<file path="src/rtl/uv_spi_engine_if.sv">
// Queue-side handshake bundle for the SPI shift engine: TX dequeue and RX enqueue.
interface uv_spi_engine_if;
   logic        txq_empty;
   logic [31:0] txq_deq_dat;
   logic        txq_deq_vld;
   logic        rxq_full;
   logic        rx_enq_vld;
   logic [31:0] rx_enq_dat;

   modport master (
      input  txq_empty, txq_deq_dat, rxq_full,
      output txq_deq_vld, rx_enq_vld, rx_enq_dat
   );

   modport slave (
      output txq_empty, txq_deq_dat, rxq_full,
      input  txq_deq_vld, rx_enq_vld, rx_enq_dat
   );
endinterface

</file>
<file path="src/rtl/uv_spi_engine.sv">
// SPI master shift engine: pulls words from the TX queue, serialises them on
// SCK/MOSI/CS, samples MISO and optionally pushes the captured word to the RX queue.
//
// state | meaning
// IDLE  | CS at idle levels, SCK at cpol, waiting for a TX word and RX space
// LEAD  | CS asserted, SCK parked at cpol for sck_dly+1 cycles
// SHIFT | 2N SCK half-periods of clk_div+1 cycles each
// TRAIL | CS still asserted, SCK at cpol for sck_dly+1 cycles, then RX push
module uv_spi_engine #(
   parameter int CS_NUM = 4
) (
   input  logic              clk,
   input  logic              rst,
   uv_spi_engine_if.master   q_if,
   input  logic              spi_cpol,
   input  logic              spi_cpha,
   input  logic              spi_rxen,
   input  logic [4:0]        spi_unit,
   input  logic [7:0]        sck_dly,
   input  logic [15:0]       clk_div,
   input  logic              endian,
   input  logic [CS_NUM-1:0] def_idle,
   input  logic [CS_NUM-1:0] spi_mask,
   output logic              spi_sck,
   output logic [CS_NUM-1:0] spi_cs,
   output logic              spi_mosi,
   input  logic              spi_miso,
   output logic              busy
);

   typedef enum logic [1:0] {IDLE, LEAD, SHIFT, TRAIL} state_t;

   state_t            state_q, state_d;
   logic [16:0]       cnt_q, cnt_d;
   logic [6:0]        tog_q, tog_d;
   logic [4:0]        tx_bit_q, tx_bit_d;
   logic [4:0]        rx_bit_q, rx_bit_d;
   logic [31:0]       tx_dat_q, tx_dat_d;
   logic [31:0]       rx_dat_q, rx_dat_d;

   logic              cpol_q, cpol_d;
   logic              cpha_q, cpha_d;
   logic              rxen_q, rxen_d;
   logic [4:0]        unit_q, unit_d;
   logic [7:0]        dly_q, dly_d;
   logic [15:0]       div_q, div_d;
   logic              endian_q, endian_d;
   logic [CS_NUM-1:0] idle_q, idle_d;
   logic [CS_NUM-1:0] mask_q, mask_d;

   logic              sck_q, sck_d;
   logic [CS_NUM-1:0] cs_q, cs_d;
   logic              mosi_q, mosi_d;
   logic              busy_q, busy_d;
   logic              txq_deq_vld_q, txq_deq_vld_d;
   logic              rx_enq_vld_q, rx_enq_vld_d;
   logic [31:0]       rx_enq_dat_q, rx_enq_dat_d;

   logic              start;
   logic              lead_edge;
   logic              last_tog;
   logic              sample_now;
   logic              shift_now;

   // Position of the n-th transferred bit inside the frame.
   function automatic logic [4:0] bit_pos(input logic lsb_first, input logic [4:0] unit,
                                          input logic [4:0] n);
      return lsb_first ? n : unit - n;
   endfunction

   // A push still in flight this cycle is not yet reflected in rxq_full, so it
   // also holds off the next frame when receive is enabled.
   assign start = !q_if.txq_empty && !(spi_rxen && (q_if.rxq_full || rx_enq_vld_q));

   // Next-state and next-output computation for the whole engine.
   always_comb begin
      state_d       = state_q;
      cnt_d         = cnt_q;
      tog_d         = tog_q;
      tx_bit_d      = tx_bit_q;
      rx_bit_d      = rx_bit_q;
      tx_dat_d      = tx_dat_q;
      rx_dat_d      = rx_dat_q;
      cpol_d        = cpol_q;
      cpha_d        = cpha_q;
      rxen_d        = rxen_q;
      unit_d        = unit_q;
      dly_d         = dly_q;
      div_d         = div_q;
      endian_d      = endian_q;
      idle_d        = idle_q;
      mask_d        = mask_q;
      sck_d         = sck_q;
      cs_d          = cs_q;
      mosi_d        = mosi_q;
      busy_d        = busy_q;
      txq_deq_vld_d = 1'b0;
      rx_enq_vld_d  = 1'b0;
      rx_enq_dat_d  = rx_enq_dat_q;
      lead_edge     = ~tog_q[0];
      last_tog      = (tog_q == {1'b0, unit_q, 1'b1});
      sample_now    = 1'b0;
      shift_now     = 1'b0;

      case (state_q)
         IDLE: begin
            sck_d  = spi_cpol;
            cs_d   = def_idle;
            mosi_d = 1'b0;
            busy_d = 1'b0;
            if (start) begin
               state_d       = LEAD;
               cnt_d         = {9'd0, sck_dly};
               tog_d         = '0;
               tx_bit_d      = '0;
               rx_bit_d      = '0;
               tx_dat_d      = q_if.txq_deq_dat;
               rx_dat_d      = '0;
               cpol_d        = spi_cpol;
               cpha_d        = spi_cpha;
               rxen_d        = spi_rxen;
               unit_d        = spi_unit;
               dly_d         = sck_dly;
               div_d         = clk_div;
               endian_d      = endian;
               idle_d        = def_idle;
               mask_d        = spi_mask;
               txq_deq_vld_d = 1'b1;
               busy_d        = 1'b1;
               cs_d          = def_idle ^ spi_mask;
               mosi_d        = q_if.txq_deq_dat[endian ? 5'd0 : spi_unit];
            end
         end

         LEAD: begin
            if (cnt_q == '0) begin
               state_d = SHIFT;
               cnt_d   = {1'b0, div_q};
            end else begin
               cnt_d = cnt_q - 17'd1;
            end
         end

         SHIFT: begin
            if (cnt_q != '0) begin
               cnt_d = cnt_q - 17'd1;
            end else begin
               cnt_d      = {1'b0, div_q};
               sck_d      = ~sck_q;
               tog_d      = tog_q + 7'd1;
               // CPHA=0 samples on leading edges, CPHA=1 on trailing edges.
               sample_now = lead_edge ^ cpha_q;
               // CPHA=1 keeps the LEAD-driven first bit through the first leading edge.
               shift_now  = cpha_q ? (lead_edge && (tog_q != '0)) : (!lead_edge && !last_tog);
               if (sample_now) begin
                  rx_dat_d[bit_pos(endian_q, unit_q, rx_bit_q)] = spi_miso;
                  rx_bit_d = rx_bit_q + 5'd1;
               end
               if (shift_now) begin
                  tx_bit_d = tx_bit_q + 5'd1;
                  mosi_d   = tx_dat_q[bit_pos(endian_q, unit_q, tx_bit_q + 5'd1)];
               end
               if (last_tog) begin
                  state_d = TRAIL;
                  cnt_d   = {9'd0, dly_q};
               end
            end
         end

         TRAIL: begin
            if (cnt_q == '0) begin
               state_d      = IDLE;
               busy_d       = 1'b0;
               cs_d         = def_idle;
               sck_d        = spi_cpol;
               mosi_d       = 1'b0;
               rx_enq_vld_d = rxen_q;
               if (rxen_q) begin
                  rx_enq_dat_d = rx_dat_q;
               end
            end else begin
               cnt_d = cnt_q - 17'd1;
            end
         end

         default: begin
            state_d = IDLE;
         end
      endcase
   end

   // State, datapath and registered outputs, with synchronous reset.
   always_ff @(posedge clk) begin
      if (rst) begin
         state_q       <= IDLE;
         cnt_q         <= '0;
         tog_q         <= '0;
         tx_bit_q      <= '0;
         rx_bit_q      <= '0;
         tx_dat_q      <= '0;
         rx_dat_q      <= '0;
         cpol_q        <= 1'b0;
         cpha_q        <= 1'b0;
         rxen_q        <= 1'b0;
         unit_q        <= '0;
         dly_q         <= '0;
         div_q         <= '0;
         endian_q      <= 1'b0;
         idle_q        <= '1;
         mask_q        <= '0;
         sck_q         <= 1'b0;
         cs_q          <= '1;
         mosi_q        <= 1'b0;
         busy_q        <= 1'b0;
         txq_deq_vld_q <= 1'b0;
         rx_enq_vld_q  <= 1'b0;
         rx_enq_dat_q  <= '0;
      end else begin
         state_q       <= state_d;
         cnt_q         <= cnt_d;
         tog_q         <= tog_d;
         tx_bit_q      <= tx_bit_d;
         rx_bit_q      <= rx_bit_d;
         tx_dat_q      <= tx_dat_d;
         rx_dat_q      <= rx_dat_d;
         cpol_q        <= cpol_d;
         cpha_q        <= cpha_d;
         rxen_q        <= rxen_d;
         unit_q        <= unit_d;
         dly_q         <= dly_d;
         div_q         <= div_d;
         endian_q      <= endian_d;
         idle_q        <= idle_d;
         mask_q        <= mask_d;
         sck_q         <= sck_d;
         cs_q          <= cs_d;
         mosi_q        <= mosi_d;
         busy_q        <= busy_d;
         txq_deq_vld_q <= txq_deq_vld_d;
         rx_enq_vld_q  <= rx_enq_vld_d;
         rx_enq_dat_q  <= rx_enq_dat_d;
      end
   end

   assign spi_sck          = sck_q;
   assign spi_cs           = cs_q;
   assign spi_mosi         = mosi_q;
   assign busy             = busy_q;
   assign q_if.txq_deq_vld = txq_deq_vld_q;
   assign q_if.rx_enq_vld  = rx_enq_vld_q;
   assign q_if.rx_enq_dat  = rx_enq_dat_q;

endmodule

</file>
<file path="src/flat_wrapper.sv">
// flat-port wrapper written by rule: the top's interface ports become plain ports
module uv_spi_engine_flat 
#(
   parameter int CS_NUM = 4
)
  (clk, rst, spi_cpol, spi_cpha, spi_rxen, spi_unit, sck_dly, clk_div, endian, def_idle, spi_mask, spi_sck, spi_cs, spi_mosi, spi_miso, busy, q_if_txq_empty, q_if_txq_deq_dat, q_if_rxq_full, q_if_txq_deq_vld, q_if_rx_enq_vld, q_if_rx_enq_dat);
  uv_spi_engine_if q_if_i ();
  input  logic clk;
  input  logic rst;
  input  logic spi_cpol;
  input  logic spi_cpha;
  input  logic spi_rxen;
  input  logic [4:0] spi_unit;
  input  logic [7:0] sck_dly;
  input  logic [15:0] clk_div;
  input  logic endian;
  input  logic [CS_NUM-1:0] def_idle;
  input  logic [CS_NUM-1:0] spi_mask;
  output logic spi_sck;
  output logic [CS_NUM-1:0] spi_cs;
  output logic spi_mosi;
  input  logic spi_miso;
  output logic busy;
  input wire logic [$bits(q_if_i.txq_empty)-1:0] q_if_txq_empty;
  input wire logic [$bits(q_if_i.txq_deq_dat)-1:0] q_if_txq_deq_dat;
  input wire logic [$bits(q_if_i.rxq_full)-1:0] q_if_rxq_full;
  output wire logic [$bits(q_if_i.txq_deq_vld)-1:0] q_if_txq_deq_vld;
  output wire logic [$bits(q_if_i.rx_enq_vld)-1:0] q_if_rx_enq_vld;
  output wire logic [$bits(q_if_i.rx_enq_dat)-1:0] q_if_rx_enq_dat;
  assign q_if_i.txq_empty = q_if_txq_empty;
  assign q_if_i.txq_deq_dat = q_if_txq_deq_dat;
  assign q_if_i.rxq_full = q_if_rxq_full;
  assign q_if_txq_deq_vld = q_if_i.txq_deq_vld;
  assign q_if_rx_enq_vld = q_if_i.rx_enq_vld;
  assign q_if_rx_enq_dat = q_if_i.rx_enq_dat;
  uv_spi_engine #(.CS_NUM(CS_NUM)) u_core (.clk(clk), .rst(rst), .q_if(q_if_i), .spi_cpol(spi_cpol), .spi_cpha(spi_cpha), .spi_rxen(spi_rxen), .spi_unit(spi_unit), .sck_dly(sck_dly), .clk_div(clk_div), .endian(endian), .def_idle(def_idle), .spi_mask(spi_mask), .spi_sck(spi_sck), .spi_cs(spi_cs), .spi_mosi(spi_mosi), .spi_miso(spi_miso), .busy(busy));
endmodule
</file>
<file path="config.mk">
export PLATFORM = sky130hd
export DESIGN_NAME = uv_spi_engine_flat
export DESIGN_NICKNAME = d
export VERILOG_FILES = /design/src/rtl/uv_spi_engine_if.sv /design/src/rtl/uv_spi_engine.sv /design/src/flat_wrapper.sv
export SDC_FILE = /design/constraint.sdc
export NUM_CORES = 1
export LEC_CHECK = 0
export ABC_CLOCK_PERIOD_IN_PS = 3400
export BUFFER_PORTS_ARGS = -buffer_cell sky130_fd_sc_hd__buf_2
export CORE_UTILIZATION = 50
export CTS_CLUSTER_DIAMETER = 200
export CTS_CLUSTER_SIZE = 12
export DETAILED_ROUTE_END_ITERATION = 6
export PLACE_DENSITY = 0.83
export RECOVER_POWER = 50
export SLEW_MARGIN = 0
export SYNTH_ARGS = -nofsm -noshare
export SYNTH_HDL_FRONTEND = slang
export SYNTH_SLANG_ARGS = --single-unit
</file>
<file path="constraint.sdc">
create_clock -name clk -period 3.4 [get_ports clk]
set_input_delay 0 -clock clk [delete_from_list [all_inputs] [get_ports clk]]
set_output_delay 0 -clock clk [all_outputs]
set_load 0.05 [all_outputs]
</file>
==> reports/results.ini, run 1 <==
[grt]
first_global_vias = 7899
grt-ovfl-total = 0
grt_antenna_before_repair = 0
grt_pass1_wl_um = 38000
grt_start_max_net_pins = 98
track_usage = 0.270

[synth]
synth-edff-count = 0
yosys_warnings = 0
synth.most_common_cell = nand2_1
synth_flop_cell = dfxtp_1
yosysTopAreaCellShare = 0.413
synth.avg_cell_area_um2 = 8.31
async_reset_ff_frac = 0
syn_inst = 1009
netlist_area_mm2 = 0.00838
ys_top_cells_by_count = 227 x nand2_1, 173 x dfxtp_1, 137 x a21oi_1
ys_ff_latch = 173
yosysSeqAreaShare = 0.413
synth.area.top_cells = dfxtp_1 41%, nand2_1 10%, a21oi_1 8.2%, o41ai_1 3.9%, o311ai_0 2.9%
synth_fp_nets = 1107
yosysTopAreaCell = dfxtp_1
ys_types = 69

[clocking]
post_cts_buffers = 0
htree_levels = 4
clock-sinks = 173
clock_latency_ns = 0.44
cts_root_buf = clkbuf_16
clockBufferDepth = 2
clk_pin_slew_ns = 0.07
cts_tree = built
numCtsBuffers = 17

[min_path]
hold_class = primary input to register
worstHoldStart = spi_unit[0]

[timing]
worst_slew_pin_slew_ns = 1.10
setup_viol_count_final = 0
fmax_mhz = 318
relSlewSlack = 0.261
fin_crit_sh = 0.926
fin_tns_setup_ns = 0
fin_skew_ns = 0.0101
final_hold_viol_count = 0
fin_crit_ns = 3.15
finalMaxSlewViolations = 0
rsz0062_at_grt = no
fin_ws_ns = 0.253

[placed_design]
io_buffers = 118
placedCellCount = 1286
place.detailed.hpwl_um = 13900
gp_congestion = 0.862
place_ws_ns = 0.0843

[critical_path]
timing.rr.start = u_core.tx_bit_q[0]
worstPathCellList = ha_1, inv_1, fa_1, xnor2_1, mux2_2, mux4_2, nor2b_1, a2111oi_0, nor3_1, a41o_1
crit_path_start_kind = register
crit_fanout = 9
end_kind = register
reg2reg_setup_slack_ns = 0.25
crit_start = u_core.tx_bit_q[0]
cp_slowest_cell = a2111oi_0
criticalPathCategory = register to register
arrival_ns = 3.47
required_ns = 3.72
slowest_delay_ns = 0.50

[route]
drtIter0Drc = 736
ant_nets = 0
dr.pass1.iters = 5
vias_per_cell = 5.97
drc = 0
routed_wl_um = 23300
vias = 8296
post_drt_wl_per_cell_um = 16.8

[flow_run]
drv_cap = 0

[floorplan]
die_area_mm2 = 0.0173
num_rows = 46
initial_utilization = 0.520
coreArea_mm2 = 0.0161
die_x_um = 131
die_h_um = 131
io_pins = 119

[final_layout]
nets = 1261
fillers = 1311
drive_above_1_share = 0.128
post-route-util = 0.642
regArea_mm2 = 0.00346
diodes = 0
finalNonFillerCells = 1390
multi_input_area_mm2 = 0.00455
syn_to_final_growth_pct = 23.4

[power]
pwr-share-seq = 0.329
p_per_area_mw_per_mm2 = 719
power_frac_comb = 0.411
p_clk_frac = 0.260
p_leak_nw = 3.77
power.net_switching_mw = 3.08
sw_frac_of_total = 0.414
ir_drop_mv = 0.414
intPower_mw = 4.36

[run_status]
status = finished, final reports clean

-- final cells by class --
class,instances,area share
clock buffers,20,0.0442
clock inverters,10,0.0113
inverters,21,0.00762
multi-input cells,742,0.440
flip-flops and latches,173,0.335
well taps,216,0.0261
repair buffers,208,0.136
-- registers in the layout, summed over array words and instances (netlist names), 2 cells and up --
signal / count
u_core.cnt_q: 17
u_core.div_q: 16
u_core.dly_q: 8
u_core.q_if.rx_enq_dat: 32
u_core.rx_bit_q: 5
u_core.rx_dat_q: 32
u_core.spi_cs: 4
u_core.state_q: 2
u_core.tog_q: 7
u_core.tx_bit_q: 5
u_core.tx_dat_q: 32
u_core.unit_q: 5
-- what timing repair did --
item | CTS | global route
hold buffers | 74 | 0
gates resized for setup | 0 | 1
setup endpoints to repair | 0 | 16
hold endpoints to repair | 98 | 0
-- power by group through the flow --
stage / Combinational, mW / Sequential, mW / Clock (mW)
final: 3.06 / 2.44 / 1.94
after global routing: 3.33 / 2.47 / 2.04
after CTS: 2.97 / 2.43 / 1.94
after detailed placement: 2.87 / 2.47 / 0
after global placement: 2.80 / 2.46 / 0
after floorplan: 2.15 / 2.52 / 0
-- worst max-delay path: cells and delay by family (launching register included) --
kind	cells	cell delay (ns)
xor+xnor	1	0.14
flops	1	0.36
buf+inv	1	0.08
compound gates	2	0.77
simple gates	2	0.26
mux	2	0.68
fa+ha+maj	2	0.76
-- placed cells by master (no fill, tap or decap), drive strengths merged, types with 7 or more instances in the layout --
| master | instances |
|---|---|
| mux2i | 16 |
| o21ai | 25 |
| nand3 | 17 |
| a21oi | 137 |
| nand2 | 229 |
| xor2 | 12 |
| xnor2 | 18 |
| o22ai | 7 |
| mux4 | 9 |
| o311ai | 32 |
| nand4 | 8 |
| nor3 | 10 |
| clkbuf | 61 |
| nor2b | 10 |
| buf | 93 |
| a211oi | 7 |
| dlygate4sd3 | 74 |
| inv | 20 |
| nor2 | 51 |
| dfxtp | 173 |
| ha | 18 |
| o41ai | 37 |
-- cell families (layout without fill, tap and decap cells) --
group,count (synthesis),count (layout),share of synthesized area
xor gates and xnor gates,30,30,0.0314
AOI/OAI and AO/OA,301,301,0.238
buffers and inverters,94,259,0.0466
and+or+nand+nor,363,363,0.192
adders and majority gates,20,20,0.0317
DFF,173,173,0.413
muxes,28,28,0.0473
-- layer usage --
layer / vias up / share of wire / GRT usage
li1: 3943 / - / -
met1: 3921 / 0.42 / 0.331
met2: 345 / 0.48 / 0.451
met3: 87 / 0.052 / 0.0525
met4: 0 / 0.039 / 0.135
met5: - / 0 / 0
-- per-stage QoR --
stage / power [mW] / hold WS (ns) / area [µm²]
floorplan: 4.67 / 0.136 / 8380
global placement: 5.26 / 0.240 / 9080
detailed placement: 5.34 / 0.248 / 9080
CTS: 7.34 / 0.00416 / 10400
global route: 7.83 / 0.0374 / 10300
finish: 7.44 / 0.0167 / 10300
-- final timing paths --
check | to | cells after the start
worst max-delay path | u_core.spi_mosi | 10
worst min-delay path | u_core.unit_q[0] | 3
worst max register to register | u_core.spi_mosi | 10
worst min register to register | u_core.dly_q[7] | 2
No activity file was read; power rests on OpenSTA's default activity.
==> inputs of run 2 (changes only) <==
==> constraint.sdc (replaced) <==
create_clock -name clk -period 3.4 [get_ports clk]
set_input_delay 0.34 -clock clk [delete_from_list [all_inputs] [get_ports clk]]
set_output_delay 0.34 -clock clk [all_outputs]
set_load 0.05 [all_outputs]
==> run 2 against run 1 <==
Sequential power hardly changed. Core utilization is 4.3 points lower. Clock power about the same. Final area fell by 6.8%. Combinational power fell by 3%. Register-to-register slack got worse by 0.04 ns. Clock skew rose by 0.0032 ns. Clock-buffer cell count fell by 3. Sequential cell count is the same. Worst setup slack lost 0.041 ns. Critical endpoint is now u_core.rx_dat_q[11]. Largest cell class unchanged. Highest routed layer unchanged.
==> reports/results.ini, run 2 (synthesis gave the netlist of run 1 again) <==
[flow_run]
drv_cap = 0

[timing]
fin_crit_sh = 0.938
worst_slew_pin_slew_ns = 1.16
setup_viol_count_final = 0
relSlewSlack = 0.225
fin_tns_setup_ns = 0
fmax_mhz = 314
rsz0062_at_grt = no
final_hold_viol_count = 0
fin_crit_ns = 3.19
finalMaxSlewViolations = 0
fin_skew_ns = 0.0133

[route]
drc = 0
vias = 7810
drtIter0Drc = 612
dr.pass1.iters = 6
vias_per_cell = 5.93
routed_wl_um = 21000
post_drt_wl_per_cell_um = 16.0
ant_nets = 0

[critical_path]
required_ns = 3.70
crit_start = u_core.rx_bit_q[1]
crit_fanout = 16
cp_slowest_cell = o31ai_1
end_kind = register
slowest_delay_ns = 0.59
arrival_ns = 3.49
path_buf_inv = 1
r2r_end = u_core.rx_dat_q[11]
timing.rr.start = u_core.rx_bit_q[1]
cp_top_family = compound AO/OA/AOI/OAI gates
crit_path_start_kind = register
worstPathCellList = inv_1, ha_1, nor2b_1, o21ai_0, a21boi_0, o31ai_1, nand2_1, o311ai_0, o41ai_1
criticalPathCategory = register to register
reg2reg_depth = 9
reg2reg_setup_slack_ns = 0.21

[floorplan]
num_rows = 46
die_x_um = 131
coreArea_mm2 = 0.0161
die_area_mm2 = 0.0173
die_h_um = 131
io_pins = 119
initial_utilization = 0.520

[final_layout]
drive_above_1_share = 0.142
diodes = 0
fillers = 1425
final_cell_mix = 226 x nand2_1, 173 x dfxtp_1, 137 x a21oi_1
regArea_mm2 = 0.00346
layout_commonest_cell = nand2_1
design_area_mm2 = 0.00964
syn_to_final_growth_pct = 15.0
nets = 1187
multi_input_area_mm2 = 0.00458

[power]
intPower_mw = 4.23
p_leak_nw = 3.48
total_power_mw = 7.36
p_clk_frac = 0.267
p_per_area_mw_per_mm2 = 763
power.net_switching_mw = 3.12
sw_frac_of_total = 0.424
ir_drop_mv = 0.402
pwr-share-seq = 0.331
power_frac_comb = 0.402

[clocking]
clock_latency_ns = 0.44
numCtsBuffers = 17
cts_tree = built
clockBufferDepth = 2
cts_root_buf = clkbuf_16
htree_levels = 4
clock-sinks = 173
clk_pin_slew_ns = 0.07

[grt]
met1_usage = 0.316
grt_antenna_before_repair = 0
grt_pass1_wl_um = 34600
grt_start_max_net_pins = 96
grt.busiest_layer = met2
grtUsageMet2 = 0.399
track_usage = 0.243
grt-ovfl-total = 0
first_global_vias = 7259
use_met3 = 0.0448

[min_path]
hold_depth = 3
hold_class = primary input to register
worstHoldStart = clk_div[4]
min_to = u_core.div_q[4]

[run_status]
status = finished, final reports clean

[placed_design]
io_buffers = 118
postPlaceCellArea_mm2 = 0.00908
place.detailed.hpwl_um = 13700
gp_congestion = 0.858

run 2: cell types whose count changed in the layout (fill, tap and decap cells not counted), sizes merged, moves of 2 or more:
cell / delta
dlygate4sd3: -74
inv: +6
clkinv: +4
clkinvlp: -4
buf: -2
clkbuf: -2
run 2: how the worst max path moves through the flow:
| stage | to | depth (start not counted) |
|---|---|---|
| after global routing | u_core.rx_dat_q[11] | 9 |
| final | u_core.rx_dat_q[11] | 9 |
| after detailed placement | u_core.rx_dat_q[6] | 10 |
| after CTS | u_core.rx_dat_q[14] | 10 |
| after global placement | u_core.rx_dat_q[1] | 10 |
| after floorplan | u_core.spi_mosi | 10 |
run 2: power groups by stage:
| stage | Sequential [mW] | Clock (mW) | Combinational (mW) |
|---|---|---|---|
| floorplan | 2.52 | 0 | 2.15 |
| global placement | 2.46 | 0 | 2.81 |
| detailed placement | 2.47 | 0 | 2.86 |
| CTS | 2.43 | 1.99 | 2.90 |
| global route | 2.46 | 2.08 | 3.24 |
| finish | 2.43 | 1.97 | 2.96 |
run 2: tightest hold or removal path, stage by stage:
cell and delay, ns:
buf_2 0.09, nand2_1 0.04, a21oi_1 0.05
run 2: per-layer routing:
| layer | share of wire | wire (µm) |
|---|---|---|
| met5 | 0 | 0 |
| met4 | 0.017 | 352 |
| met3 | 0.051 | 1070 |
| met1 | 0.45 | 9450 |
| met2 | 0.48 | 10200 |
run 2: area by class of cell:
cell class                 instances  share of cell area
multi-input combinational        743               0.475
tap                              216              0.0280
timing repair buffer             133              0.0676
inverter                          21             0.00818
clock buffer                      17              0.0441
sequential                       173               0.359
clock inverter                    15              0.0180
run 2: repair_timing:
item,in CTS,in global routing
buffers inserted,0,0
cloned,0,1
endpoints found under the setup margin,5,3
hold buffers,0,0
resized for setup,1,2
run 2: metrics by stage:
step           utilization  hold slack, ns  worst slack [ns]  std cells
3_5_place_dp         0.564           0.440            0.0433       1285
3_3_place_gp         0.564           0.437             0.215       1285
6_report             0.598           0.129             0.212       1318
2_1_floorplan            -           0.432             0.623       1009
5_1_grt              0.598           0.137            0.0243       1318
4_1_cts              0.601           0.119             0.228       1317
